<file path="src/rtl/vote_session_controller.sv">
// Voting session sequencer: one vote per press, lockout after each vote,
// saturating per-candidate tallies and a result display mode.
module vote_session_controller #(
   parameter int NUM_CAND       = 4,
   parameter int CNT_W          = 8,
   parameter int LOCKOUT_CYCLES = 100,
   localparam int IDW   = (NUM_CAND > 1) ? $clog2(NUM_CAND) : 1,
   localparam int TOT_W = CNT_W + IDW,
   localparam int LCW   = $clog2(LOCKOUT_CYCLES + 1)
) (
   input  logic                clock,
   input  logic                reset,
   input  logic                mode,
   input  logic [NUM_CAND-1:0] cand_valid,
   output logic                vote_led,
   output logic [IDW-1:0]      accepted_id,
   output logic                reject_pulse,
   output logic                result_mode,
   output logic [CNT_W-1:0]    count_out,
   output logic [TOT_W-1:0]    total_votes,
   output logic                sat_flag
);

   typedef enum logic [1:0] {
      IDLE,
      LOCKOUT,
      RESULT
   } state_t;

   state_t state;
   state_t state_nx;

   logic [LCW-1:0]   lock_cnt;
   logic [CNT_W-1:0] tally [NUM_CAND];
   logic [IDW-1:0]   disp_sel;
   logic [IDW-1:0]   press_id;
   logic             press_any;
   logic             press_one;
   logic             accept;
   logic             reject;
   logic             sel_upd;
   logic             tally_full;
   logic             total_full;

   // press_id is only meaningful when exactly one bit is set
   always_comb begin
      press_id = '0;
      for (int i = 0; i < NUM_CAND; i++) begin
         if (cand_valid[i]) press_id = IDW'(i);
      end
   end

   assign press_any = |cand_valid;
   assign press_one = press_any &&
      ((cand_valid & (cand_valid - NUM_CAND'(1))) == '0);

   assign tally_full = (tally[press_id] == '1);
   assign total_full = (total_votes == '1);

   always_comb begin
      state_nx = state;
      accept   = 1'b0;
      reject   = 1'b0;
      sel_upd  = 1'b0;
      unique case (state)
         IDLE: begin
            if (mode) begin
               state_nx = RESULT;
            end else if (press_one) begin
               accept   = 1'b1;
               state_nx = LOCKOUT;
            end else if (press_any) begin
               reject = 1'b1;
            end
         end
         LOCKOUT: begin
            if (lock_cnt == '0) begin
               state_nx = mode ? RESULT : IDLE;
            end
         end
         RESULT: begin
            sel_upd = press_one;
            if (!mode) state_nx = IDLE;
         end
         default: state_nx = IDLE;
      endcase
   end

   always_ff @(posedge clock or posedge reset) begin
      if (reset) state <= IDLE;
      else       state <= state_nx;
   end

   always_ff @(posedge clock or posedge reset) begin
      if (reset) begin
         lock_cnt <= '0;
      end else if (accept) begin
         lock_cnt <= LCW'(LOCKOUT_CYCLES - 1);
      end else if (state == LOCKOUT && lock_cnt != '0) begin
         lock_cnt <= lock_cnt - LCW'(1);
      end
   end

   // A saturated vote is still accepted; only the full counter holds
   always_ff @(posedge clock or posedge reset) begin
      if (reset) begin
         for (int i = 0; i < NUM_CAND; i++) tally[i] <= '0;
         total_votes <= '0;
         accepted_id <= '0;
         sat_flag    <= 1'b0;
      end else if (accept) begin
         accepted_id <= press_id;
         if (!tally_full) begin
            tally[press_id] <= tally[press_id] + CNT_W'(1);
         end
         if (!total_full) begin
            total_votes <= total_votes + TOT_W'(1);
         end
         if (tally_full || total_full) sat_flag <= 1'b1;
      end
   end

   always_ff @(posedge clock or posedge reset) begin
      if (reset) begin
         reject_pulse <= 1'b0;
         disp_sel     <= '0;
         count_out    <= '0;
      end else begin
         reject_pulse <= reject;
         if (sel_upd) disp_sel <= press_id;
         if (state == RESULT && state_nx == RESULT) begin
            count_out <= tally[disp_sel];
         end else begin
            count_out <= '0;
         end
      end
   end

   assign vote_led    = (state == LOCKOUT);
   assign result_mode = (state == RESULT);

endmodule

</file>
<file path="config.mk">
export PLATFORM = sky130hd
export DESIGN_NAME = vote_session_controller
export DESIGN_NICKNAME = d
export VERILOG_FILES = /design/src/rtl/vote_session_controller.sv
export SDC_FILE = /design/constraint.sdc
export NUM_CORES = 1
export LEC_CHECK = 0
export BUFFER_PORTS_ARGS = -buffer_cell sky130_fd_sc_hd__buf_2
export CORE_MARGIN = 2
export CORE_UTILIZATION = 55
export CTS_BUF_LIST = sky130_fd_sc_hd__clkbuf_16
export CTS_CLUSTER_DIAMETER = 100
export DETAILED_ROUTE_END_ITERATION = 10
export PLACE_DENSITY = 0.8
export SYNTH_ARGS = -nofsm -noshare
export SYNTH_HDL_FRONTEND = slang
export SYNTH_SLANG_ARGS = --single-unit
</file>
<file path="constraint.sdc">
create_clock -name clock -period 3.3 [get_ports clock]
set_clock_uncertainty 0.2 [all_clocks]
set_input_delay 0.33 -clock clock [delete_from_list [all_inputs] [get_ports clock]]
set_output_delay 0.33 -clock clock [all_outputs]
set_load 0.005 [all_outputs]
</file>
==> run metrics <==
Seq/Total Area, Yosys 47.5%; mean routed wirelength per cell 18.6 um; cell with the most instances after synthesis dfrtp_1; critical path data required time 3310 ps; Relative slew margins 20.5%; actual slew at the worst max-slew pin 1190 ps; CP max stage delay 1040 ps; Root Buffer Master clkbuf_16; amount of wire on met3 after detailed routing 588 um; Max H-tree Level 3; top fanout value on the critical path 9; highest clock frequency the design can meet 0.344 GHz; fraction of the mapped netlist area in simple logic gates 14.6%; Seq. cell area 0.00163 mm^2; Avg Inst Size Synth 11.2 um^2; via count normalized by instance count 6.14; width of the die 82.9 um; die area 0.00687 mm^2; Overall Global Routing Usage 24.3%; total setup violations reported at the end of the flow 0; worst hold-check slack -6.78 ps; top post-synthesis cells by area dfrtp_1 48%, mux2_2 6.6%, mux4_2 5.3%; number of enable-type register cells in the synthesized netlist 0; category of the critical setup timing path reg2reg; post-CTS setup buffer count 0; area of the multi-input gates 0.00166 mm^2; cell taking the most area after synthesis dfrtp_1; time the final worst path needs with I/O delays and setup 2910 ps; clock tree from TritonCTS built; reported max-cap violation count 0; Setup crit end kind register; count of vias placed by the detailed router 2587; number of different library cells in the post-synthesis netlist 55; clock network latency to the later pin of the worst-skew pair 330 ps; Filler Cells Inserted 447; sum of buffers and inverters on the critical path 0; Placeable Area 0.00596 mm^2; Inserted Clock Buffers 9; gate count after technology mapping 306; pwr/cell area 686 mW/mm^2; Resized Gates After CTS 0; cts-stage hold buffer count 0; total of buffers placed on input and output ports 30; placement row count 28; kind of path behind the tightest hold check in2async; xor-xnor portion of the synthesized cell area 4.86%; layout cells sized above 1 27.5%; cells traversed along the worst timing path mux2_1 -> o211ai_2 -> a222oi_1 -> a31oi_2 -> mux2_2; period utilisation layout 88.0%; kind of launch point of the worst setup path register; Adder-Cell Fraction of Synth Area 1.10%; pin count of the biggest net entering global routing 46; final count of pins violating max slew 0; aggregate routed wire length 7840 um; proportion of synthesized area in mux cells 16.6%; net count of the mapped netlist 316; number of remaining DRC errors 0; combinational family with the most area after synthesis multiplexers; dominant delay contributor by cell family on the critical path compound AO/OA/AOI/OAI gates; most instantiated cells after synthesis 65 x dfrtp_1, 21 x nand2_1, 21 x nor2_1; routed metal-1 wire length 3330 um; Overflow after GRT 0; total power of the final layout 0.00268 W; Synthesis Warnings 0; top cell type's share of synthesized area 47.5%; number of buffers between clock root and the deepest sink 2; Final Net Count 351; arrival time at the worst endpoint 2920 ps; routability-driven placement congestion ratio 0.880; sum of met2 wire segment lengths after detailed routing 3740 um; FF+latch count, synth 65; async set or reset register ratio after synthesis 100%; number of clock sinks seen by CTS 65; Critical-path top delay cell a222oi_1; antenna viol nets, final 0; main flop type after synthesis dfrtp_1; result of the run finished with violations; Synth Area in Compound Gates 11.5%; antenna violations before repair 0; post-synthesis to final-layout area growth 14.2%; setup repair after global routing missed its margin no; drt initial violations 278; I/O pin count 31; clock slew at reported path FFs 50 ps; final hold viol count 3; vias in the first global route 2629; first-pass detailed-route iteration total 5; top layer in use met4; Synth Cell Area 0.00342 mm^2; placed wire-length estimate 5380 um; Initial Utilization 57.5%; worst-case vdd ir drop 0.396 mV; first-pass GRT wire length 13200 um; failing checks negative hold slack; leakage power 1.89 nW; antenna fix cells 0; aggregate negative setup slack 0 ps; Chip Height 82.9 um
state kept, by name, indices dropped and copies added, names as in the netlist:
register,flops
reject_pulse,1
count_out,8
lock_cnt,7
sat_flag,1
disp_sel,2
tally,32
accepted_id,2
state,2
total_votes,10
placed cells by master (no fill, tap or decap), drive strengths merged, types with 5 or more instances in the layout:
cell	count
mux2i	8
nor2b	5
clkinv	5
xor2	8
inv	15
nand3	14
a31oi	5
nand2	21
buf	37
mux2	27
clkbuf	9
dfrtp	65
and3	13
nor2	22
o21ai	12
a21oi	12
mux4	8
nor3	5
xnor2	11
where the power goes:
part / switching, W / internal [W] / total [W]
Sequential: 0.000200 / 0.000977 / 0.00118
Clock: 0.000336 / 0.000498 / 0.000835
Combinational: 0.000344 / 0.000326 / 0.000671
Total: 0.000880 / 0.00180 / 0.00268
through the flow:
step | worst slack, ps | instance area (um^2) | utilization [%] | std cells | hold slack, ps
after global routing | 303 | 3910 | 65.6 | 421 | 103
after floorplan | 783 | 3420 | - | 306 | 259
final | 395 | 3910 | 65.6 | 421 | -6.78
after global placement | 299 | 3640 | 61.2 | 405 | 248
after detailed placement | 200 | 3640 | 61.2 | 405 | 274
after CTS | 456 | 3910 | 65.6 | 421 | 42.4
metal layers:
metal / up-vias / global-route usage (%)
li1: 1178 / -
met1: 1280 / 30.7
met2: 111 / 39.0
met3: 18 / 6.46
met4: 0 / 11.6
met5: - / 0
layout make-up:
| class | instances | share of cell area (%) |
|---|---|---|
| inverter | 15 | 1.44 |
| clock inverter | 7 | 0.993 |
| multi-input combinational | 213 | 42.6 |
| clock buffer | 9 | 5.77 |
| timing repair buffer | 37 | 5.19 |
| sequential | 65 | 41.6 |
| tap | 75 | 2.40 |
path summary, 6_finish.rpt:
path	slack, ps	startpoint	endpoint	cells past startpoint
max	390	tally[30]	tally[26]	5
min	-7	reset	lock_cnt[2]	2
max reg2reg	390	tally[30]	tally[26]	5
min reg2reg	290	sat_flag	sat_flag	1
max in group asynchronous	2170	reset	tally[12]	3
min in group clock	130	mode	count_out[3]	2
kinds of logic (layout without fill, tap and decap cells):
logic type               count (synthesis)  after routing
adder cells (fa/ha/maj)                  3              3
XOR/XNOR                                19             19
flip-flops                              65             65
AO/OA/AOI/OAI                           50             50
multiplexers                            43             43
buffers and inverters                   28             68
AND/OR/NAND/NOR                         98             98
No activity file was read; power rests on OpenSTA's default activity.
